### config.mk
export PLATFORM = sky130hd
export DESIGN_NAME = mult_writeback
export DESIGN_NICKNAME = d
export VERILOG_FILES = /design/src/rtl/mult_pkg.sv /design/src/rtl/mult_port_map.sv /design/src/rtl/mult_writeback.sv
export SDC_FILE = /design/constraint.sdc
export NUM_CORES = 1
export LEC_CHECK = 0
export ABC_AREA = 1
export ABC_CLOCK_PERIOD_IN_PS = 2000
export CAP_MARGIN = 20
export CELL_PAD_IN_SITES_DETAIL_PLACEMENT = 0
export CELL_PAD_IN_SITES_GLOBAL_PLACEMENT = 2
export CORE_MARGIN = 2
export CORE_UTILIZATION = 29
export CTS_BUF_LIST = sky130_fd_sc_hd__clkbuf_16
export CTS_CLUSTER_DIAMETER = 200
export DETAILED_ROUTE_END_ITERATION = 6
export MAX_ROUTING_LAYER = met4
export PLACE_DENSITY_LB_ADDON = 0.1
export SETUP_SLACK_MARGIN = 0.05
export SYNTH_ARGS = -nofsm -noshare
export SYNTH_HDL_FRONTEND = slang
export SYNTH_SLANG_ARGS = --single-unit
### constraint.sdc
create_clock -name clock -period 2 [get_ports clock]
set_input_delay 0.4 -clock clock [delete_from_list [all_inputs] [get_ports clock]]
set_output_delay 0.4 -clock clock [all_outputs]
set_load 0.005 [all_outputs]
### src/rtl/mult_pkg.sv
// Shared types and default sizing for the shift-add multiplier and its writeback port mapping.
// No logic; no latency; no backpressure.
package mult_pkg;

  localparam int MULT_WIDTH      = 32;
  localparam int MULT_REG_ADDR_W = 5;

  typedef enum logic [1:0] {
    IDLE  = 2'd0,
    RUN   = 2'd1,
    WRITE = 2'd2
  } state_t;

endpackage

### src/rtl/mult_port_map.sv
// Steers the product halves onto the two register-file write ports so that register 0 never takes data.
// Combinational; no backpressure (result is registered by the parent in its WRITE cycle).
module mult_port_map
  import mult_pkg::*;
#(
  parameter int WIDTH      = MULT_WIDTH,
  parameter int REG_ADDR_W = MULT_REG_ADDR_W
) (
  input  logic [REG_ADDR_W-1:0] dest_hi,
  input  logic [REG_ADDR_W-1:0] dest_lo,
  input  logic [WIDTH-1:0]      prod_hi,
  input  logic [WIDTH-1:0]      prod_lo,
  output logic [REG_ADDR_W-1:0] addr1,
  output logic [WIDTH-1:0]      data1,
  output logic [REG_ADDR_W-1:0] addr2,
  output logic [WIDTH-1:0]      data2,
  output logic                  wr_en
);

  always_comb begin
    addr1 = dest_hi;
    data1 = prod_hi;
    addr2 = dest_lo;
    data2 = prod_lo;
    wr_en = 1'b1;
    // A port that would hit r0 duplicates the surviving write; equal
    // destinations collapse onto the low half so the outcome is fixed.
    if (dest_hi == '0 && dest_lo == '0) begin
      wr_en = 1'b0;
    end else if (dest_hi == '0 || dest_hi == dest_lo) begin
      addr1 = dest_lo;
      data1 = prod_lo;
    end else if (dest_lo == '0) begin
      addr2 = dest_hi;
      data2 = prod_hi;
    end
  end

endmodule

### src/rtl/mult_writeback.sv
// Sequential shift-add MULT/MULTU writing hi/lo halves to both register-file ports in one cycle.
// Latency WIDTH+1 cycles start->done (MULT_EARLY_TERM_EN: stops once multiplier is exhausted, min 2).
// No queueing: start is ignored while busy.
module mult_writeback
  import mult_pkg::*;
#(
  parameter int WIDTH      = MULT_WIDTH,
  parameter int REG_ADDR_W = MULT_REG_ADDR_W
) (
  input  logic                  clock,
  input  logic                  reset_n,
  input  logic                  start,
  input  logic                  signed_op,
  input  logic [WIDTH-1:0]      operand_a,
  input  logic [WIDTH-1:0]      operand_b,
  input  logic [REG_ADDR_W-1:0] dest_hi,
  input  logic [REG_ADDR_W-1:0] dest_lo,
  output logic                  busy,
  output logic                  done,
  output logic [REG_ADDR_W-1:0] write_register1,
  output logic [REG_ADDR_W-1:0] write_register2,
  output logic [WIDTH-1:0]      write_data1,
  output logic [WIDTH-1:0]      write_data2,
  output logic                  signal_reg_write
);

  localparam int CNT_W = $clog2(WIDTH + 1);

  state_t                 state, state_next;
  logic [2*WIDTH-1:0]     acc;
  logic [2*WIDTH-1:0]     mcand;
  logic [WIDTH-1:0]       mplier;
  logic [CNT_W-1:0]       count;
  logic                   neg_result;
  logic [REG_ADDR_W-1:0]  dest_hi_q, dest_lo_q;

  logic [WIDTH-1:0]       mag_a, mag_b;
  logic                   finish;
  logic [2*WIDTH-1:0]     product;
  logic [REG_ADDR_W-1:0]  map_addr1, map_addr2;
  logic [WIDTH-1:0]       map_data1, map_data2;
  logic                   map_wr_en;

  // Most-negative operand negates to itself, which is the correct unsigned magnitude.
  always_comb begin
    mag_a   = (signed_op && operand_a[WIDTH-1]) ? -operand_a : operand_a;
    mag_b   = (signed_op && operand_b[WIDTH-1]) ? -operand_b : operand_b;
    product = neg_result ? -acc : acc;
  end

  always_comb begin
    finish = (count == '0);
`ifdef MULT_EARLY_TERM_EN
    // At least one step must have run so the accumulator reflects the operands.
    if (mplier == '0 && count != CNT_W'(WIDTH)) begin
      finish = 1'b1;
    end
`endif
  end

  always_ff @(posedge clock or negedge reset_n) begin
    if (!reset_n) begin
      state <= IDLE;
    end else begin
      state <= state_next;
    end
  end

  always_comb begin
    state_next = state;
    unique case (state)
      IDLE:    if (start)  state_next = RUN;
      RUN:     if (finish) state_next = WRITE;
      WRITE:   state_next = IDLE;
      default: state_next = IDLE;
    endcase
  end

  mult_port_map #(
    .WIDTH      (WIDTH),
    .REG_ADDR_W (REG_ADDR_W)
  ) u_port_map (
    .dest_hi (dest_hi_q),
    .dest_lo (dest_lo_q),
    .prod_hi (product[2*WIDTH-1:WIDTH]),
    .prod_lo (product[WIDTH-1:0]),
    .addr1   (map_addr1),
    .data1   (map_data1),
    .addr2   (map_addr2),
    .data2   (map_data2),
    .wr_en   (map_wr_en)
  );

  always_ff @(posedge clock or negedge reset_n) begin
    if (!reset_n) begin
      acc              <= '0;
      mcand            <= '0;
      mplier           <= '0;
      count            <= '0;
      neg_result       <= 1'b0;
      dest_hi_q        <= '0;
      dest_lo_q        <= '0;
      busy             <= 1'b0;
      done             <= 1'b0;
      signal_reg_write <= 1'b0;
      write_register1  <= '0;
      write_register2  <= '0;
      write_data1      <= '0;
      write_data2      <= '0;
    end else begin
      busy <= (state_next != IDLE);
      unique case (state)
        IDLE: begin
          done             <= 1'b0;
          signal_reg_write <= 1'b0;
          if (start) begin
            acc        <= '0;
            mcand      <= {{WIDTH{1'b0}}, mag_a};
            mplier     <= mag_b;
            count      <= CNT_W'(WIDTH);
            neg_result <= signed_op & (operand_a[WIDTH-1] ^ operand_b[WIDTH-1]);
            dest_hi_q  <= dest_hi;
            dest_lo_q  <= dest_lo;
          end
        end
        RUN: begin
          if (finish) begin
            // Outputs load on entry so WRITE presents them straight from flops.
            write_register1  <= map_addr1;
            write_data1      <= map_data1;
            write_register2  <= map_addr2;
            write_data2      <= map_data2;
            signal_reg_write <= map_wr_en;
            done             <= 1'b1;
          end else begin
            if (mplier[0]) begin
              acc <= acc + mcand;
            end
            mcand  <= mcand << 1;
            mplier <= mplier >> 1;
            count  <= count - CNT_W'(1);
          end
        end
        WRITE: begin
          done             <= 1'b0;
          signal_reg_write <= 1'b0;
        end
        default: begin
          done             <= 1'b0;
          signal_reg_write <= 1'b0;
        end
      endcase
    end
  end

endmodule

-- Word-level counts from Yosys, hierarchy flattened
Index checks and enable logic that the tools add are counted.
- register bits: 256
- input bits: 78
- output and inout port bits: 77
- logic and storage cells: 76
- add/sub/neg operators: 5
- equal/unequal tests: 6
- muxes and demuxes: 34
- bitwise gates (word level): 2
- reduce and logical (&&, ||, !) cells: 14
- operators with widths (operator ; number):
    two-way mux 64 bit ; 6
    two-way mux 32 bit ; 9
    case mux 64 bit (2 select lines) ; 2
    adder 64 bit ; 1
    negation 32 bit ; 2
    negation 64 bit ; 1
    case mux 32 bit (2 select lines) ; 1
    two-way mux 5 bit ; 5
    two-way mux 6 bit ; 2
    case mux 6 bit (2 select lines) ; 1
    logical NOT 5 bit ; 2
    != test 2 bit (second input constant) ; 4
    logical NOT 6 bit ; 1
    subtractor 6 x 1 -> 6 bit (second input constant) ; 1
    equality test 5 bit ; 1
    two-way mux 1 bit ; 5
    two-way mux 2 bit ; 2
    case mux 2 bit (2 select lines) ; 1
    AND reduction 2 bit ; 2
    AND reduction 4 bit ; 1
    nonzero test 2 bit ; 2
    logical AND 1 bit ; 3
    AND reduction 3 bit ; 1
    equality test 2 x 1 -> 1 bit (second input constant) ; 1
    other kinds (4) ; 4

-- Longest topological paths before layout
- depth in word-level cells: 5
- depth in mapped cells: 16
- mapped depth without buffers: 16

-- Modules after synthesis
A second synthesis with hierarchy kept.
- cell total of the unflattened synthesis: 3581
- area, all modules: 21399.3 um^2
- by module, submodules not included (module ; instances ; cells each ; area each (um^2) ; sequential area each (um^2)):
    mult_writeback ; 1 ; 3221 ; 19804.0 ; 6406.1
    mult_port_map ; 1 ; 360 ; 1595.3 ; 0.0

-- Worst setup path before layout
No wires, ideal clock.
- kind: register -> register
- start point: register acc[41]
- end point: register acc[63]
- library setup time: 0.117 ns
- arrival: 1.753 ns
- required time: 1.883 ns
- path slack: 0.129 ns
- cell stages (with the launch flop): 13
- buffers on the path: 0
- period minus slack after synthesis: 1.871 ns
- cells stage by stage: dfrtp_1 > ha_1 > nand2_1 > nor2_1 > inv_1 > nor3_1 > nand2_1 > nor3_1 > nand2_1 > nand2_1 > nand2_1 > nand3_1 > nand2_1
- longest elaborated chain between the ends: 4
- RTL lines (item ; RTL line ; source):
    from (decl) ; mult_writeback.sv:30 ; logic [2*WIDTH-1:0] acc;
    from (signal assigned) ; mult_writeback.sv:137 ; acc <= acc + mcand;
    adder 64 bit ; mult_writeback.sv:137 ;
    two-way mux 64 bit ; mult_writeback.sv:136 ; if (mplier[0]) begin
    two-way mux 64 bit ; mult_writeback.sv:127 ; if (finish) begin
    case mux 64 bit (2 select lines) ; mult_writeback.sv:112 ; unique case (state)
No other way between the ends. The select of a mux whose other input is x is not followed.
A chain may end at the register's enable or synchronous reset.

-- Worst setup path after layout
- start point: register acc[43]
- end point: register acc[60]
Same word-level chain as after synthesis.

==> metrics.md <==
| Metric | Value |
|---|---|
| Largest net degree at the start of global routing | 78 |
| Violated checks | negative setup slack |
| Crit path buf inv count | 5 |
| Longest Clk Path Bufs | 3 |
| Setup violators final | 43 |
| Most frequent cell after synthesis | nand2_1 |
| CTS Buf Count | 35 |
| CP endpoint kind | register |
| Unique cell type count in the Yosys netlist | 44 |
| P_int | 14.83 mW |
| Least-Margin Pin Slew | 0.6078 ns |
| Area added between synthesis and finish | 70.91% |
| Critical path's slowest cell | dfrtp_1 |
| Root Driver | clkbuf_16 |
| GRT overflow | 0 |
| First-pass DRT Iterations | 7 |
| Vias post-DR | 25877 |
| Gpl congestion | 0.9424 |
| Yosys Warn Count | 0 |
| Worst VDD drop | 736.5 µV |
| Min Tclk post-route | 2.066 ns |
| Max Cap Viol | 0 |
| Final setup margin | -0.06583 ns |
| CP dominant cell by count | nand2_1 |
| Die Wd | 273.0 µm |
| Commonest cells in the netlist | 1353 x nand2_1, 564 x inv_1, 361 x nor2_1, 291 x nand3_1, 256 x dfrtp_1 |
| Layout fillers | 7308 |
| Rows | 98 |
| FF+latch count, synth | 256 |
| Synth Instances | 3564 |
| Final core occ | 0.5008 |
| Critical Path RT | 2.45 ns |
| Max frequency | 484.1 MHz |
| Die H | 273.0 µm |
| Critical path type | register to register |
| Post-Syn Nets | 3710 |
| DRT iter0 DRCs | 1883 |
| Port Buf Inserts | 154 |
| Arr. time, crit path | 2.52 ns |
| Comb pwr share | 0.519 |
| Post-synth EDFFs | 0 |
| Clock Latency Late Sink | 0.56 ns |
| Seq pwr share | 0.245 |
| Synth top area cells | dfrtp_1 31%, nand2_1 24%, inv_1 10% |
| Dpl ws | -0.4405 ns |
| Antenna diodes | 0 |
| Min-Delay Path Class | input pin to async pin |
| Placed cells | 5144 |
| Unrepaired setup endpoints after global routing | true |
| Tot Pwr | 25.93 mW |
| Slew HR | 0.5905 |
| Total core area | 71610 µm² |
| Synth Flop Type | dfrtp_1 |
| Tot GR Track Use | 0.2786 |
| CTS tree | built |
| Pwr/cell area | 723.1 nW/µm² |
| Routed wire length | 109700 µm |
| Net Sw Frac | 0.4283 |
| Lkg Pwr | 17.85 nW |
| H-tree Lvls | 2 |
| First-pass GRT wire length | 152500 µm |
| Clock-pin slew on the worst setup and hold paths | 0.06 ns |
| Crit path cell chain | ha_1 > buf_6 > nand2_4 > buf_4 > inv_1 > nand2_1 > nand2_1 > inv_1 > nand2_1 > inv_1 > nand2_2 > a21oi_4 > nand3_1 > nand3_1 > nand2_1 |
| Die Area | 74530 µm² |
| Vias per inst | 4.859 |
| Crit-path max FO | 4 |
| Synth top area share | 0.3053 |
| Clk sinks | 256 |
| Worst path top cell family by delay | simple AND/OR/NAND/NOR gates |
| Pins Over Slew Limit | 0 |
| Final Non-Filler Cells | 5326 |
| WHS | 0.3038 ns |
| Yosys top cell by area | dfrtp_1 |
| Post-route DRC violation count | 0 |
| Status | finished with violations |
| Synthesized area | 20980 µm² |
| Antenna viol nets, final | 0 |
| Routed WL per cell | 20.60 µm |
| Vias in the first global route | 24681 |
| Clk network pwr share | 0.236 |
| Setup Skew | 0.02143 ns |
| Crit share post-route | 1.033 |
| FFs w/ async S/R, synth | 1.000 |
| Seq/Total Area, Yosys | 0.3053 |
| NetSw | 11.11 mW |
| Ports | 155 |
| CP Launch Type | register |
| Initial core utilization | 0.2930 |
| Initial antenna violation count | 0 |
| Layout Nets | 4497 |
| Max incr delay on CP | 0.39 ns |
| Proportion of layout cells with a drive suffix above 1 | 0.3960 |
| Final hold violations | 0 |
| Avg Synthesized Cell Area | 5.888 µm² |
| DPL Wire Length | 81550 µm |
-- worst reg2reg max path: stages (launching register included) --
cell and delay [ns]:
dfrtp_1 0.39, ha_1 0.34, buf_6 0.15, nand2_4 0.10, buf_4 0.13, inv_1 0.04, nand2_1 0.06, nand2_1 0.08
inv_1 0.08, nand2_1 0.07, inv_1 0.07, nand2_2 0.09, a21oi_4 0.16, nand3_1 0.09, nand3_1 0.07, nand2_1 0.05
-- path summary, 6_finish.rpt --
kind / start / to / slack (ns) / cells after the start
worst max-delay path: acc[43] / acc[60] / -0.07 / 15
min in group clock: dest_hi[1] / dest_hi_q[1] / 0.42 / 3
worst min register to register: write_data1[30] / write_data1[30] / 0.47 / 2
worst max register to register: acc[43] / acc[60] / -0.07 / 15
max in group asynchronous: reset_n / neg_result / 0.91 / 3
worst min-delay path: reset_n / acc[59] / 0.30 / 2
-- stage by stage --
stage | cell area [µm²] | setup TNS [ns]
after floorplan | 20980 | 0
after global placement | 27990 | -34.19
after detailed placement | 27990 | -36.38
after CTS | 31720 | -0.8756
after global routing | 35860 | -9.627
final | 35860 | -0.9604
-- sequential cells by signal (all words and copies together) (netlist names), 2 cells and up --
| name | cells |
|---|---|
| write_register1 | 5 |
| write_data2 | 32 |
| write_data1 | 32 |
| state | 2 |
| count | 6 |
| write_register2 | 5 |
| mcand | 64 |
| dest_lo_q | 5 |
| dest_hi_q | 5 |
| mplier | 32 |
| acc | 64 |
-- layer usage --
| layer | global-route usage | vias up | wire length [µm] |
|---|---|---|---|
| met2 | 0.4618 | 613 | 52240 |
| met3 | 0.02328 | 172 | 4442 |
| li1 | - | 12711 | - |
| met5 | - | - | 0 |
| met1 | 0.3629 | 12381 | 48860 |
| met4 | 0.07952 | 0 | 4160 |
-- power by group through the flow --
stage	Combinational, mW	Clock (mW)	Sequential, mW
global route	14.3	6.49	6.40
floorplan	3.96	0	6.26
global placement	9.76	0	6.20
detailed placement	9.76	0	6.21
CTS	11.3	6.29	6.27
finish	13.5	6.12	6.36
-- layout by cell type, fill, tap and decap left out, types with 13 or more instances in the layout --
master	n
nor2_4	123
buf_6	96
inv_1	505
xor2_1	30
buf_12	39
buf_4	511
dfrtp_2	17
a21oi_2	56
nand3_1	203
inv_4	15
o21ai_0	98
o22ai_1	18
nand2_4	81
nand3_4	23
nand2_2	317
nor2_2	71
clkdlybuf4s50_1	153
nor3_2	13
nand3_2	65
dfrtp_1	239
nor2_1	175
nand2_1	954
o21ai_1	63
inv_2	62
o21ai_2	25
a21oi_1	99
o211ai_1	14
clkbuf_16	61
nand4_1	21
ha_4	55
o22ai_2	25
-- final cells by class --
type	count	area, µm²	area share
multi-input cells	2634	16670	0.4649
repair buffers	839	8165	0.2277
flip-flops and latches	256	6427	0.1792
inverters	584	2306	0.06430
well taps	950	1189	0.03314
clock buffers	37	925.9	0.02582
clock inverters	25	161.4	0.004500
repair inverters	1	16.27	0.0004535
-- repair_timing --
| item | in CTS | in global routing |
|---|---|---|
| setup endpoints to repair | 192 | 227 |
| gates cloned | 6 | 31 |
| pin swaps | 123 | 280 |
| setup buffers | 31 | 56 |
| hold buffers | 1 | 0 |
| endpoints found under the hold margin | 23 | 0 |
| gates resized for setup | 580 | 844 |
-- cell families (layout without fill, tap and decap cells) --
group           after synthesis  in the layout  synth area share
compound gates              428            428            0.1092
xor+xnor                     49             49           0.02045
fa+ha+maj                    68             68           0.04090
buf+inv                     674           1486            0.1229
flops                       256            256            0.3053
simple gates               2089           2089            0.4012
Power figures use the tool's default switching activity.
